`src/rtl/toy_bus_dec_ord_ctrl.sv`:
```
// In-order ack controller for the toy bus LSU 1-to-2 request decoder.
// Tracks each accepted request's target and grants acks only at the FIFO head.
module toy_bus_dec_ord_ctrl #(
   parameter int          DEPTH      = 4,
   parameter logic [31:0] SPLIT_ADDR = 32'h8000_0000,
   parameter int          CW         = $clog2(DEPTH) + 1
) (
   input  logic          clk,
   input  logic          rst,
   input  logic          in_req_vld,
   output logic          in_req_rdy,
   input  logic [31:0]   in_req_addr,
   output logic [1:0]    out_req_vld,
   input  logic [1:0]    out_req_rdy,
   output logic          req_sel,
   input  logic [1:0]    out_ack_vld,
   output logic [1:0]    out_ack_rdy,
   output logic          in_ack_vld,
   input  logic          in_ack_rdy,
   output logic          ack_sel,
   output logic [CW-1:0] outstanding,
   output logic          unexp_ack
);

   localparam int AW = $clog2(DEPTH);

   logic [AW-1:0]    wptr;
   logic [AW-1:0]    rptr;
   logic [DEPTH-1:0] fifo;
   logic             full;
   logic             empty;
   logic             head;
   logic             push;
   logic             pop;
   logic             stray;

   assign full  = (outstanding == CW'(DEPTH));
   assign empty = (outstanding == '0);
   assign head  = fifo[rptr];

   assign req_sel = (in_req_addr >= SPLIT_ADDR);
   assign ack_sel = head;

   always_comb begin
      out_req_vld          = 2'b00;
      out_req_vld[req_sel] = in_req_vld & !full;
      in_req_rdy           = !full & out_req_rdy[req_sel];
   end

   // Only the head port may ack; the other port is stalled, never dropped.
   always_comb begin
      out_ack_rdy       = 2'b00;
      out_ack_rdy[head] = !empty & in_ack_rdy;
      in_ack_vld        = !empty & out_ack_vld[head];
   end

   assign push  = in_req_vld & in_req_rdy;
   assign pop   = in_ack_vld & in_ack_rdy;
   assign stray = (out_ack_vld[0] & (empty | head))
                | (out_ack_vld[1] & (empty | !head));

   always_ff @(posedge clk or posedge rst) begin
      if (rst) begin
         wptr        <= '0;
         rptr        <= '0;
         fifo        <= '0;
         outstanding <= '0;
         unexp_ack   <= 1'b0;
      end else begin
         if (push) begin
            fifo[wptr] <= req_sel;
            wptr       <= wptr + AW'(1);
         end
         if (pop)
            rptr <= rptr + AW'(1);
         if (push && !pop)
            outstanding <= outstanding + CW'(1);
         else if (pop && !push)
            outstanding <= outstanding - CW'(1);
         if (stray)
            unexp_ack <= 1'b1;
      end
   end

endmodule
```
`config.mk`:
```
export PLATFORM = sky130hd
export DESIGN_NAME = toy_bus_dec_ord_ctrl
export DESIGN_NICKNAME = d
export VERILOG_FILES = /design/src/rtl/toy_bus_dec_ord_ctrl.sv
export SDC_FILE = /design/constraint.sdc
export NUM_CORES = 1
export LEC_CHECK = 0
export CORE_MARGIN = 2
export CORE_UTILIZATION = 36
export DETAILED_ROUTE_END_ITERATION = 12
export GPL_TIMING_DRIVEN = 0
export PLACE_DENSITY = 0.91
export SKIP_LAST_GASP = 1
export SLEW_MARGIN = 15
export SYNTH_ARGS = -nofsm -noshare
export SYNTH_HDL_FRONTEND = slang
export SYNTH_SLANG_ARGS = --single-unit
```
`constraint.sdc`:
```
create_clock -name clk -period 4 [get_ports clk]
set_input_delay 0.6 -clock clk [delete_from_list [all_inputs] [get_ports clk]]
set_output_delay 0.6 -clock clk [all_outputs]
set_load 0.005 [all_outputs]
```
; ---- After elaboration in Yosys (flattened, before gate mapping)
; Index checks and enable logic that the tools add are counted.
[word_totals]
reg_bits = 12
latchBits = 0
mem_bits_rw = 0
romBits = 0
input_bits = 40
out_inout_bits = 12
word_cells = 58
n_memories = 0
[op_classes]
n_addsub = 4
multipliers = 0
div_mod_pow = 0
magnitude_cmp = 8
n_eq_ne = 1
n_shift = 0
muxes = 15
n_bitwise = 13
n_reduce_logical = 12
[op_table]
columns = operator, count
row1 = "32-bit >= comparator, second input constant", 1
row2 = 1-bit AND, 8
row3 = 1-bit two-way mux, 8
row4 = "2-bit by 3-bit less-than comparator with 1-bit output, second input constant", 2
row5 = 3-bit two-way mux, 2
row6 = 1-bit logical AND, 5
row7 = 1-bit zero test, 5
row8 = "2-bit by 1-bit adder with 2-bit output, second input constant", 2
row9 = 2-bit AND, 2
row10 = 4-bit bitwise mux, 1
row11 = "1-bit by 2-bit less-than comparator with 1-bit output, second input constant", 2
row12 = "3-bit by 1-bit adder with 3-bit output, second input constant", 1
row13 = "3-bit equality test, second input constant", 1
row14 = 3-bit zero test, 1
row15 = 1-bit bitwise OR, 3
row16 = "3-bit by 1-bit subtractor with 3-bit output, second input constant", 1
row17 = 1-bit binary-select mux with 2-bit select, 1
row18 = 1-bit demux with 1-bit select, 2
row19 = 1-bit demux with 2-bit select, 1
row20 = "1-bit >= comparator, second input constant", 2
row21 = "2-bit by 1-bit >= comparator with 1-bit output, second input constant", 1
row22 = 2-bit nonzero test, 1

; ---- Depth between registers and ports, before layout
; Gate-level depths: netlist (run 1).
[depth]
depth_word = 9
depth_mapped = 9
depth_no_buf = 9

; ---- Least setup slack after synthesis (run 1)
; No wires, ideal clock.
[synth_timing]
kind = reg2reg
start = register rptr[0]
end = register outstanding[1]
setup_time_ns = 0.125
t_arrival_ns = 2.281
required_time_ns = 3.875
setup_slack_ns = 1.595
path_stages_with_launch = 8
n_path_buf = 0
synth_period_minus_slack_ns = 2.405
cell_sequence = dfrtp_1 mux4_2 mux2i_1 or2_4 ha_1 inv_1 fa_1 mux2_2
[synth_via]
elab_chain_cells = 9
elab_cells_between_ends = 11
classes_between = mux: 5 / bitwise: 2 / reduce/logical: 4
[synth_rtl]
columns = item, line
row1 = start: declaration, 28  ; logic [AW-1:0] rptr;
row2 = start signal: assignment, 75  ; rptr <= rptr + AW'(1);
row3 = 1-bit binary-select mux with 2-bit select *, 39  ; assign head = fifo[rptr];
row4 = 1-bit two-way mux (not written as such) *, 39
row5 = net ack_sel, 20  ; output logic ack_sel,
row6 = 1-bit two-way mux (not written as such) * (2 in a row), 54  ; in_ack_vld = !empty & out_ack_vld[head];
row7 = 1-bit AND *, 54
row8 = 1-bit AND *, 58  ; assign pop = in_ack_vld & in_ack_rdy;
row9 = 1-bit zero test, 76  ; if (push && !pop)
row10 = 1-bit logical AND, 76
row11 = 3-bit two-way mux or 2-bit nonzero test (tied branches), n/a
row12 = end signal: assignment, 77  ; outstanding <= outstanding + CW'(1);
row13 = end signal: assignment, 79  ; outstanding <= outstanding - CW'(1);
row14 = end: declaration, 21  ; output logic [CW-1:0] outstanding,
; Mark *: on every way through the listed nets, which the timed path passes. The rest lies on a longest branch. The select of a mux whose other input is x is not followed.
; A chain may end at the register's enable or synchronous reset.

; ---- Worst setup path after layout (run 1)
[layout_timing]
start = register rptr[0]
end = output in_ack_vld
[layout_via]
elab_chain_cells = 5
[layout_rtl]
columns = item, line
row1 = 1-bit binary-select mux with 2-bit select, 39
row2 = 1-bit two-way mux (not written as such), 39
row3 = 1-bit two-way mux (not written as such) (2 in a row), 54
row4 = 1-bit AND, 54
row5 = end: declaration, 18  ; output logic in_ack_vld,
; No other way between the ends. The select of a mux whose other input is x is not followed.

==> impl_summary.log, run 1 <==
INFO  metric die_y = roughly 48 um
INFO  metric grt_pass1_vias = roughly 520
INFO  metric maximum_number_of_pins_on_one_net_before_global_route_repair = 13
INFO  metric clk_latency_worst_skew_pair = about 0.27 ns
INFO  metric final.period_utilization = approximately 66%
INFO  metric die_w = between 40 and 50 um
INFO  metric synth_warnings = 0
INFO  metric busiest_layer = met2
INFO  metric initial_utilization = 39.37%
INFO  metric routed_via_density = 4.540
INFO  metric worst_setup_path_startpoint = rptr[0]$_DFFE_PP0P_
INFO  metric remaining_drc_errors = 0
INFO  metric post_synth.cell_area_avg = 10.80 um^2
INFO  metric die_area = 0.002319 mm^2
INFO  metric maxSlewHeadroom = a little over two thirds
INFO  metric post_cts_resized = 0
INFO  metric fin_skew = between 0.001 and 0.0015 ns
INFO  metric cts_root_buf = sky130_fd_sc_hd__clkbuf_4
INFO  metric vias_after_detailed_routing = between 500 and 600
INFO  metric clock_tree.htree_level_count = 1
INFO  metric synth_fa_ha_area_share = between 10% and 20%
INFO  metric layout.area.seq = ~300 um^2
INFO  metric post-cts-setup-buffer-count = 0
INFO  metric layout.core_utilization = between 50% and 60%
INFO  metric pin_count = 52
INFO  metric grt_setup_unrepaired = false
INFO  metric worst_ep_required_time = 3.40 ns
INFO  metric worst_setup_path_end_kind = primary output
INFO  metric design.core.area = ~0.0018 mm^2
INFO  metric synthesis.area = about 700 um^2
INFO  metric start_kind = flop
INFO  metric outcome = finished, final reports clean
INFO  metric final_layout_size_suffix_gt1_share = between 10% and 20%
INFO  metric timing.reg2reg.setup_slack = approximately 1.5 ns
INFO  metric setup_tns = 0 ns
INFO  metric grt_remaining_overflow = 0
INFO  metric seq_area_frac_synth = a little over two fifths
INFO  metric min_to = rptr[1]$_DFFE_PP0P_
INFO  metric clkTransAtPathRegs = 0.07 ns
INFO  metric max_stage_delay = between 0.5 and 0.6 ns
INFO  metric grt_pass1_wl = 2.104 mm
INFO  metric layout.nets = approximately 140
INFO  metric total_iterations_of_the_first_detailed_routing_run = 4
INFO  metric main_combinational_cell_family_by_area_after_synthesis = multiplexers
INFO  metric routedWlPerCell = between 10 and 15 um
INFO  metric yosys.cell_types.count = 21
INFO  metric drt-total-wl = approximately 1.3 mm
INFO  metric cells_on_worst_hold_path = 1
INFO  metric clock_sinks = 12
INFO  metric tritoncts_buffers = 3
INFO  metric most-common-layout-cells = sky130_fd_sc_hd__clkdlybuf4s50_1, sky130_fd_sc_hd__dfrtp_1, sky130_fd_sc_hd__nor2_1, sky130_fd_sc_hd__nand2_1, sky130_fd_sc_hd__inv_1
INFO  metric worst_ir_drop_vdd = around 0.00026 V
INFO  metric synthesized_area_fraction_occupied_by_and_or_nand_nor_cells = a little over an eighth
INFO  metric globalRouteMet1Util = 16.16%
INFO  metric core.rowCount = 15
INFO  metric max_freq = around 0.38 GHz
INFO  metric compound_cell_area_share_of_the_yosys_netlist = under 10%
INFO  metric timing.hold.worst.start = rptr[1]$_DFFE_PP0P_
INFO  metric number_of_nets_produced_by_synthesis = between 100 and 150
INFO  metric setup_violations = 0
INFO  metric grtUsageMet3 = under 10%
INFO  metric netlist_instances = 65
INFO  metric worstPathCellList = mux4_2, mux2i_1, nor2_1, clkdlybuf4s50_1
INFO  metric number_of_max_cap_violations = 0
INFO  metric crit_slowest_cell = sky130_fd_sc_hd__mux4_2
INFO  metric antenna_left = 0
INFO  metric layout-area-overhead-vs-synth = 36.72%
INFO  metric io_buffer_count = 19
INFO  metric postSynthRegisterBits = 12
INFO  metric post_synth_xor_area_fraction = under 10%
INFO  metric hold_viol_final = 0
INFO  metric gp_congestion = roughly 0.78
INFO  metric timing.critical_path.arrival = 2.06 ns
INFO  metric worst_path_fanout_max = 5
INFO  metric design_power_total = ~0.7 mW
INFO  metric placement.cell_area = roughly 900 um^2
INFO  metric drt_first_iter_violations = 3
INFO  metric regToRegStartpoint = rptr[0]$_DFFE_PP0P_
INFO  metric fillCellCount = between 150 and 200
INFO  metric final_max_slew_viol_count = 0
INFO  metric antenna-diode-count = 0
INFO  metric multi_input_area = between 300 and 400 um^2
INFO  metric layout.cell_area.non_filler = roughly 960 um^2
INFO  metric cts.path.max_buffers = 2
INFO  metric tightest_slew = approximately 0.45 ns
INFO  metric p_leak = 0.4203 nW
INFO  metric global_route_met2_usage = roughly 22%
INFO  metric grt_usage = between 10 and 15%
INFO  metric worstSetupPathType = flop to primary output
INFO  metric r2r-end = outstanding[2]$_DFFE_PP0P_
INFO  metric final_common_cell = sky130_fd_sc_hd__clkdlybuf4s50_1
INFO  metric post_synth_mux_area_share = 15.51%
INFO  metric min_cycle_time_layout = 2.659 ns
INFO  metric worstHoldPathType = flop to flop
INFO  metric place_hpwl = 1.010 mm
INFO  metric clock_tree_from_tritoncts = yes
INFO  metric hold_buffer_count_at_cts = 0
INFO  metric grt_antenna_before_repair = 0
INFO  metric pwrdens = 708.5 mW/mm^2
INFO  metric reg2regPathDepth = 9
through the flow:
| step | cells | hold WS [ns] | worst slack, ns |
|---|---|---|---|
| finish | 113 | 0.4951 | 1.341 |
| global route | 113 | 0.5266 | 1.256 |
| CTS | 113 | 0.5089 | 1.324 |
| detailed placement | 109 | 0.4941 | 1.214 |
| global placement | 109 | 0.4653 | 1.271 |
| floorplan | 65 | 0.4495 | 1.595 |
cell usage after synthesis:
cell type | n | area [um^2]
sky130_fd_sc_hd__dfrtp_1 | 12 | 300.3
sky130_fd_sc_hd__nand2_1 | 7 | 26.28
sky130_fd_sc_hd__nor2_1 | 7 | 26.28
sky130_fd_sc_hd__inv_1 | 6 | 22.52
sky130_fd_sc_hd__ha_1 | 5 | 62.56
sky130_fd_sc_hd__mux2_2 | 5 | 56.30
sky130_fd_sc_hd__mux2i_1 | 3 | 30.03
sky130_fd_sc_hd__xnor2_1 | 3 | 26.28
sky130_fd_sc_hd__xor2_1 | 3 | 26.28
sky130_fd_sc_hd__a21oi_1 | 2 | 10.01
sky130_fd_sc_hd__nor3_1 | 2 | 10.01
sky130_fd_sc_hd__a211oi_4 | 1 | 20.02
sky130_fd_sc_hd__and3_1 | 1 | 6.260
sky130_fd_sc_hd__clkbuf_1 | 1 | 3.750
sky130_fd_sc_hd__clkbuf_2 | 1 | 5.000
sky130_fd_sc_hd__fa_1 | 1 | 20.02
sky130_fd_sc_hd__mux4_2 | 1 | 22.52
sky130_fd_sc_hd__nand2b_1 | 1 | 6.260
sky130_fd_sc_hd__nor3b_1 | 1 | 7.510
sky130_fd_sc_hd__o21ai_0 | 1 | 5.000
sky130_fd_sc_hd__or2_4 | 1 | 8.760
area by class of cell:
type,count,area share (%)
multi-input combinational,45,38.59
sequential,12,31.29
timing repair buffer,19,19.82
clock buffer,4,3.781
tap,25,3.259
inverter,6,2.347
buffer,2,0.9126
cells by family after synthesis:
logic type                 Yosys count
adders and majority gates            6
buffers and inverters                8
DFF                                 12
AOI/OAI and AO/OA                    4
and+or+nand+nor                     20
xor gates and xnor gates             6
muxes                                9
where the power goes:
group	total, mW	internal [mW]	switching [mW]
clock	0.0944	0.0553	0.0391
combinational	0.348	0.211	0.138
sequential	0.237	0.180	0.0570
total	0.680	0.446	0.234
routing by layer:
metal | wire (um) | share of wire, % | vias to the layer above
li1 | - | - | 255
met1 | 557 | 44 | 235
met2 | 598 | 47 | 19
met3 | 74 | 5.8 | 4
met4 | 38 | 3.0 | 0
met5 | 0 | 0 | -
worst max path at each step:
stage	to	slack [ns]	depth (start not counted)
2_1_floorplan	outstanding[1]$_DFFE_PP0P_	1.59	7
3_3_place_gp	outstanding[2]$_DFFE_PP0P_	1.27	9
3_5_place_dp	outstanding[2]$_DFFE_PP0P_	1.21	9
4_1_cts	in_ack_vld	1.32	4
5_1_grt	in_ack_vld	1.26	4
6_report	in_ack_vld	1.34	4
registers in the layout, indices dropped and copies added, names as in the netlist:
signal and count:
rptr 2, fifo 4, wptr 2, outstanding 3
unexp_ack 1
worst max-delay path, delay by kind of cell (launching register included):
kind          cells  cell delay [ns]
buf+inv           1             0.50
simple gates      1             0.12
flops             1             0.40
mux               2             0.77
No activity file was read; power rests on OpenSTA's default activity.
==> run 2: changes to the inputs <==
--- a/config.mk
+++ b/config.mk
@@ -6,10 +6,10 @@
 export NUM_CORES = 1
 export LEC_CHECK = 0
 export CORE_MARGIN = 2
-export CORE_UTILIZATION = 36
+export CORE_UTILIZATION = 30
 export DETAILED_ROUTE_END_ITERATION = 12
 export GPL_TIMING_DRIVEN = 0
-export PLACE_DENSITY = 0.91
+export PLACE_DENSITY = 0.82
 export SKIP_LAST_GASP = 1
 export SLEW_MARGIN = 15
 export SYNTH_ARGS = -nofsm -noshare
==> constraint.sdc (replaced) <==
create_clock -name clk -period 2.4 [get_ports clk]
set_input_delay 0.36 -clock clk [delete_from_list [all_inputs] [get_ports clk]]
set_output_delay 0.36 -clock clk [all_outputs]
set_load 0.005 [all_outputs]
==> impl_summary.log, run 2 (synthesis gave the netlist of run 1 again) <==
INFO  metric outcome = complete, but fails checks
INFO  metric failing_checks = negative setup slack
INFO  metric design.core.area = 0.002212 mm^2 (+24%)
INFO  metric largestRegisters = fifo x4, outstanding x3
INFO  metric design_power_total = 1.250 mW (+84%)
INFO  metric io_buffer_count = 19 (unchanged)
INFO  metric setup_violations = 1 (+1)
INFO  metric die_w = 52.37 um (+8.8%)
INFO  metric worstPathCellList = mux4_2, mux2i_2, or2_4, ha_4, inv_2, fa_2, mux2_2
INFO  metric clock_tree.htree_level_count = 1 (unchanged)
INFO  metric comb_pwr_share = 55.3% (+4.1 points)
INFO  metric cts.path.max_buffers = 2 (unchanged)
INFO  metric final.period_utilization = 100.2%
INFO  metric clock_tree_from_tritoncts = yes
INFO  metric worst_ir_drop_vdd = 0.0005370 V (+110%)
INFO  metric routed_via_density = 4.393 (-3.2%)
INFO  metric tightest_slew = 0.4645 ns (+0.01349 ns)
INFO  metric total_iterations_of_the_first_detailed_routing_run = 4 (unchanged)
INFO  metric routedWlPerCell = 12.07 um (+7.6%)
INFO  metric fin_skew = 0.0006477 ns (-0.0003971 ns)
INFO  metric drt_first_iter_violations = 1 (-2)
INFO  metric most-common-layout-cells = sky130_fd_sc_hd__clkdlybuf4s50_1, sky130_fd_sc_hd__dfrtp_1, sky130_fd_sc_hd__nor2_1, sky130_fd_sc_hd__nand2_1, sky130_fd_sc_hd__buf_4
INFO  metric grt_pass1_vias = 575 (+12%)
INFO  metric max_stage_delay = 0.56 ns (-0.03 ns)
INFO  metric worst_slack = -0.005320 ns (-1.347 ns)
INFO  metric antenna-diode-count = 0 (unchanged)
INFO  metric cp.buffers_inverters = 1 (unchanged)
INFO  metric min_cycle_time_layout = 2.405 ns
INFO  metric final_max_slew_viol_count = 0 (unchanged)
INFO  metric grt_remaining_overflow = 0 (unchanged)
INFO  metric place_hpwl = 1.055 mm (+4.4%)
INFO  metric grt_pass1_wl = 2.415 mm (+15%)
INFO  metric die_area = 0.002743 mm^2 (+18%)
INFO  metric worst_ep_required_time = 2.56 ns (-0.84 ns)
INFO  metric total_switching_power = 0.4282 mW (+83%)
INFO  metric layout.nets = 141 (+4.4%)
INFO  metric die_y = 52.37 um (+8.8%)
INFO  metric cts_root_buf = sky130_fd_sc_hd__clkbuf_4
INFO  metric worstSetupPathType = flop to flop
INFO  metric maxSlewHeadroom = 68.93% (-0.97 points)
INFO  metric fillCellCount = 210 (+33%)
INFO  metric clock_sinks = 12 (unchanged)
INFO  metric power.clock.fraction = 12.5% (-1.4 points)
INFO  metric place.detailed.instances = 112 (+2.8%)
INFO  metric number_of_max_cap_violations = 0 (unchanged)
INFO  metric worstHoldPathType = input pin to async pin
INFO  metric clkTransAtPathRegs = 0.07 ns (about the same)
INFO  metric final_layout_size_suffix_gt1_share = 25.53% (+11 points)
INFO  metric cellInternalPower = 0.8220 mW (+84%)
INFO  metric gp_congestion = 0.7404 (-5.0%)
INFO  metric crit_slowest_cell = sky130_fd_sc_hd__mux4_2
INFO  metric p_leak = 0.4595 nW (+9.3%)
INFO  metric final_common_cell = sky130_fd_sc_hd__clkdlybuf4s50_1
INFO  metric pwrdens = 1208 mW/mm^2 (+71%)
INFO  metric sequentialPowerShare = 32.2% (-2.7 points)
INFO  metric worst_setup_path_end_kind = flop
INFO  metric power_switching_share = 34.25% (-0.15 points)
INFO  metric initial_utilization = 31.73% (-7.6 points)
INFO  metric max_freq = between 0.4 and 0.5 GHz
INFO  metric grt_setup_unrepaired = true
INFO  metric hold_buffer_count_at_cts = 0 (unchanged)
INFO  metric tritoncts_buffers = 3 (unchanged)
INFO  metric maximum_number_of_pins_on_one_net_before_global_route_repair = 13 (unchanged)
INFO  metric start_kind = flop
INFO  metric remaining_drc_errors = 0 (unchanged)
INFO  metric grt_usage = 12.34% (-1.6 points)
INFO  metric worst_path_fanout_max = 3 (-2)
INFO  metric timing.critical_path.arrival = 2.56 ns (+0.50 ns)
INFO  metric hold_viol_final = 0 (unchanged)
INFO  metric drt-total-wl = 1.473 mm (+16%)
INFO  metric most_flop_heavy_register = fifo
INFO  metric antenna_left = 0 (unchanged)
INFO  metric vias_after_detailed_routing = 536 (+4.5%)
INFO  metric largest_register_ffs = 4 (unchanged)
INFO  metric layout-area-overhead-vs-synth = 47.42%
INFO  metric post_layout_cell_count = 122 (+8.0%)
INFO  metric grt_antenna_before_repair = 0 (unchanged)
INFO  metric pin_count = 52 (unchanged)
INFO  metric critPathTopFamily = multiplexers
INFO  metric core.rowCount = 17 (+2)
INFO  metric clk_latency_worst_skew_pair = 0.27 ns (about the same)
-- run 2: worst paths after layout --
check | startpoint | endpoint | slack, ns | depth (start not counted)
worst min register to register | rptr[1]$_DFFE_PP0P_ | rptr[1]$_DFFE_PP0P_ | 0.49 | 1
min in group clk | in_req_addr[31] | fifo[1]$_DFFE_PP0P_ | 0.46 | 2
worst min-delay path | rst | outstanding[2]$_DFFE_PP0P_ | 0.40 | 2
worst max register to register | rptr[0]$_DFFE_PP0P_ | outstanding[1]$_DFFE_PP0P_ | -0.005 | 7
worst max-delay path | rptr[0]$_DFFE_PP0P_ | outstanding[1]$_DFFE_PP0P_ | -0.005 | 7
max in group asynchronous | rst | fifo[3]$_DFFE_PP0P_ | 1.69 | 2
-- run 2: power groups by stage --
stage	Clock, mW	Combinational, mW	Sequential (mW)
after floorplan	0	0.370	0.382
after global placement	0	0.575	0.396
after detailed placement	0	0.594	0.403
after CTS	0.164	0.660	0.399
after global routing	0.172	0.757	0.422
final	0.157	0.691	0.402
-- run 2: repair_timing --
action / in CTS / in global routing
pin swaps: 2 / 0
setup endpoints to repair: 3 / 3
buffers inserted: 3 / 3
gates resized for setup: 2 / 3
-- run 2: metrics by stage --
stage                     utilization [%]  hold WS [ns]  cell area (um^2)    TNS, ns  setup WS, ns
after global routing                46.78        0.4491              1035    -0.1560      -0.08244
after floorplan                         -        0.2247             708.2          0      0.002063
after detailed placement            42.19        0.4855             933.4    -0.2367       -0.1431
after CTS                           45.42        0.4069              1005          0      0.008307
final                               46.78        0.4024              1035  -0.005320     -0.005320
after global placement              42.19        0.4710             933.4    -0.1455      -0.09049
-- run 2: area by class of cell --
| type | instances | area, um^2 | share of cell area [%] |
|---|---|---|---|
| multi-input combinational | 45 | 394.1 | 38.09 |
| sequential | 12 | 300.3 | 29.02 |
| timing repair buffer | 25 | 237.7 | 22.97 |
| clock buffer | 4 | 36.28 | 3.507 |
| tap | 28 | 35.03 | 3.386 |
| inverter | 6 | 22.52 | 2.177 |
| buffer | 2 | 8.758 | 0.8464 |
-- run 2: worst reg2reg max path, delay by kind of cell, from the launching register on --
family                   cells  cell delay (ns)
multiplexers                 3             1.03
flip-flops                   1             0.39
buffers and inverters        1             0.05
AND/OR/NAND/NOR              1             0.26
adder cells (fa/ha/maj)      2             0.58
-- run 2: routing by layer --
metal / track usage (%) / share of wire [%] / routed length (um)
met5: 0 / 0 / 0
met4: 8.974 / 1.3 / 19
met3: 1.429 / 6.7 / 99
met2: 20.83 / 51 / 747
met1: 14.23 / 41 / 605
==> run 3: changes to the inputs <==
--- a/config.mk
+++ b/config.mk
@@ -5,11 +5,14 @@
 export SDC_FILE = /design/constraint.sdc
 export NUM_CORES = 1
 export LEC_CHECK = 0
+export ABC_CLOCK_PERIOD_IN_PS = 2400
+export CELL_PAD_IN_SITES_DETAIL_PLACEMENT = 0
+export CELL_PAD_IN_SITES_GLOBAL_PLACEMENT = 1
 export CORE_MARGIN = 2
-export CORE_UTILIZATION = 30
+export CORE_UTILIZATION = 21
 export DETAILED_ROUTE_END_ITERATION = 12
 export GPL_TIMING_DRIVEN = 0
-export PLACE_DENSITY = 0.82
+export PLACE_DENSITY = 0.81
 export SKIP_LAST_GASP = 1
 export SLEW_MARGIN = 15
 export SYNTH_ARGS = -nofsm -noshare
==> impl_summary.log, run 3 (synthesis gave the netlist of run 1 again) <==
INFO  metric grt_setup_unrepaired = true
INFO  metric pwrdens = 1171 mW/mm^2 (-3.1%)
INFO  metric clock_sinks = 12 (unchanged)
INFO  metric clock_tree_from_tritoncts = yes
INFO  metric largestRegisters = fifo x4, outstanding x3
INFO  metric post_layout_cell_count = 137 (+12%)
INFO  metric io_buffer_count = 19 (unchanged)
INFO  metric cts.path.max_buffers = 2 (unchanged)
INFO  metric remaining_drc_errors = 0 (unchanged)
INFO  metric vias_after_detailed_routing = 547 (+2.1%)
INFO  metric setup_tns = -0.05657 ns (-0.05125 ns)
INFO  metric most-common-layout-cells = sky130_fd_sc_hd__clkdlybuf4s50_1, sky130_fd_sc_hd__dfrtp_1, sky130_fd_sc_hd__nor2_1, sky130_fd_sc_hd__nand2_1, sky130_fd_sc_hd__buf_4
INFO  metric clk_latency_worst_skew_pair = 0.26 ns (about the same)
INFO  metric design_power_total = 1.224 mW (-2.1%)
INFO  metric final_layout_size_suffix_gt1_share = 22.58% (-3.0 points)
INFO  metric number_of_max_cap_violations = 0 (unchanged)
INFO  metric die_w = 61.82 um (+18%)
INFO  metric pin_count = 52 (unchanged)
INFO  metric tritoncts_buffers = 3 (unchanged)
INFO  metric die_y = 61.82 um (+18%)
INFO  metric worstHoldPathType = input pin to async pin
INFO  metric routedWlPerCell = 10.34 um (-14%)
INFO  metric worst_setup_path_end_kind = flop
INFO  metric final_max_slew_viol_count = 0 (unchanged)
INFO  metric antenna-diode-count = 0 (unchanged)
INFO  metric final_common_cell = sky130_fd_sc_hd__clkdlybuf4s50_1
INFO  metric fin_skew = 0.001388 ns (+0.0007403 ns)
INFO  metric final.period_utilization = 102.4% (+2.1 points)
INFO  metric pre_cts_slack = -0.1498 ns (-0.006719 ns)
INFO  metric clock_tree.htree_level_count = 1 (unchanged)
INFO  metric start_kind = flop
INFO  metric timing.reg2reg.setup_slack = -0.06 ns (-0.05 ns)
INFO  metric failing_checks = negative setup slack
INFO  metric setup_violations = 1 (unchanged)
INFO  metric reg2regPathDepth = 7 (unchanged)
INFO  metric grt_remaining_overflow = 0 (unchanged)
INFO  metric grt_pass1_vias = 559 (-2.8%)
INFO  metric maxSlewHeadroom = 70.69% (+1.8 points)
INFO  metric p_leak = 0.4627 nW (+0.70%)
INFO  metric routed_via_density = 3.993 (-9.1%)
INFO  metric min_cycle_time_layout = 2.457 ns (+0.05125 ns)
INFO  metric outcome = complete, but fails checks
INFO  metric worst_path_fanout_max = 3 (unchanged)
INFO  metric maximum_number_of_pins_on_one_net_before_global_route_repair = 13 (unchanged)
INFO  metric gp_congestion = 0.6543 (-12%)
INFO  metric tightest_slew = 0.4383 ns (-0.02627 ns)
INFO  metric largest_register_ffs = 4 (unchanged)
INFO  metric worst_ep_required_time = 2.55 ns (about the same)
INFO  metric initial_utilization = 22.44% (-9.3 points)
INFO  metric die_area = 0.003821 mm^2 (+39%)
INFO  metric max_freq = 0.4071 GHz (-2.1%)
INFO  metric hold_viol_final = 0 (unchanged)
INFO  metric core.rowCount = 20 (+3)
INFO  metric grt_antenna_before_repair = 0 (unchanged)
INFO  metric total_iterations_of_the_first_detailed_routing_run = 3 (-1)
INFO  metric clkTransAtPathRegs = 0.07 ns (about the same)
INFO  metric worst_ir_drop_vdd = 0.0004352 V (-19%)
INFO  metric hold_buffer_count_at_cts = 0 (unchanged)
INFO  metric worst_slack = -0.05657 ns (-0.05125 ns)
INFO  metric cts_root_buf = sky130_fd_sc_hd__clkbuf_4
INFO  metric r2r-end = outstanding[1]$_DFFE_PP0P_
INFO  metric most_flop_heavy_register = fifo
INFO  metric layout.nets = 141 (unchanged)
INFO  metric grt_pass1_wl = 2.346 mm (-2.9%)
INFO  metric regToRegStartpoint = rptr[0]$_DFFE_PP0P_
INFO  metric place_hpwl = 1.102 mm (+4.4%)
INFO  metric antenna_left = 0 (unchanged)
INFO  metric place.detailed.instances = 128 (+14%)
INFO  metric drt-total-wl = 1.417 mm (-3.8%)
INFO  metric worstSetupPathType = flop to flop
INFO  metric fillCellCount = 325 (+55%)
INFO  metric drt_first_iter_violations = 9 (+8)
INFO  metric design.core.area = 0.003128 mm^2 (+41%)
INFO  metric grt_usage = 8.670% (-3.7 points)
INFO  metric layout-area-overhead-vs-synth = 48.84%
INFO  metric timing.critical_path.arrival = 2.61 ns (+0.05 ns)
[run 3: worst max path at each step]
stage	start	end	slack, ns
after floorplan	rptr[0]$_DFFE_PP0P_	outstanding[1]$_DFFE_PP0P_	0.002
after global placement	out_req_rdy[1]	outstanding[2]$_DFFE_PP0P_	-0.1
after detailed placement	rptr[0]$_DFFE_PP0P_	outstanding[2]$_DFFE_PP0P_	-0.15
after CTS	rptr[0]$_DFFE_PP0P_	outstanding[1]$_DFFE_PP0P_	-0.04
after global routing	rptr[0]$_DFFE_PP0P_	outstanding[1]$_DFFE_PP0P_	-0.12
final	rptr[0]$_DFFE_PP0P_	outstanding[1]$_DFFE_PP0P_	-0.06
[run 3: critical path, cell delays in order, from the launching register on]
cell	delay, ns
sky130_fd_sc_hd__dfrtp_1	0.38
sky130_fd_sc_hd__mux4_2	0.57
sky130_fd_sc_hd__mux2i_4	0.22
sky130_fd_sc_hd__or2_4	0.28
sky130_fd_sc_hd__ha_4	0.17
sky130_fd_sc_hd__inv_2	0.05
sky130_fd_sc_hd__fa_1	0.40
sky130_fd_sc_hd__mux2_4	0.27
[run 3: layer usage]
layer / vias up / global-route usage (%) / part of all wire [%]
li1: 267 / - / -
met1: 262 / 9.068 / 40
met2: 16 / 15.04 / 53
met3: 2 / 2.070 / 4.5
met4: 0 / 6.383 / 2.4
met5: - / 0 / 0
[run 3: area by class of cell]
class | instances | area, um^2 | area share [%]
timing repair buffer | 25 | 236.5 | 22.63
tap | 44 | 55.05 | 5.269
clock buffer | 3 | 22.52 | 2.156
buffer | 2 | 8.758 | 0.8383
sequential | 12 | 300.3 | 28.74
multi-input combinational | 45 | 399.1 | 38.20
inverter | 6 | 22.52 | 2.156
[run 3: timing repair]
| action | in CTS | in global routing |
|---|---|---|
| gates resized for setup | 4 | 2 |
| pin swaps | 2 | 2 |
| cloned | 0 | 0 |
| buffers inserted | 4 | 2 |
| endpoints found under the setup margin | 3 | 3 |
[run 3: power breakdown]
group          leakage, nW  internal (mW)  total (mW)  switching [mW]
combinational        0.310          0.447       0.714           0.267
sequential           0.139          0.301       0.393          0.0924
clock               0.0138         0.0580       0.117          0.0589
total                0.463          0.806        1.22           0.418
[run 3: metrics by stage]
step / utilization, % / cell area, um^2 / hold WS, ns
3_3_place_gp: 30.48 / 953.4 / 0.4687
3_5_place_dp: 30.48 / 953.4 / 0.4727
2_1_floorplan: - / 708.2 / 0.2247
6_report: 33.40 / 1045 / 0.4001
4_1_cts: 32.72 / 1023 / 0.4277
5_1_grt: 33.40 / 1045 / 0.4490
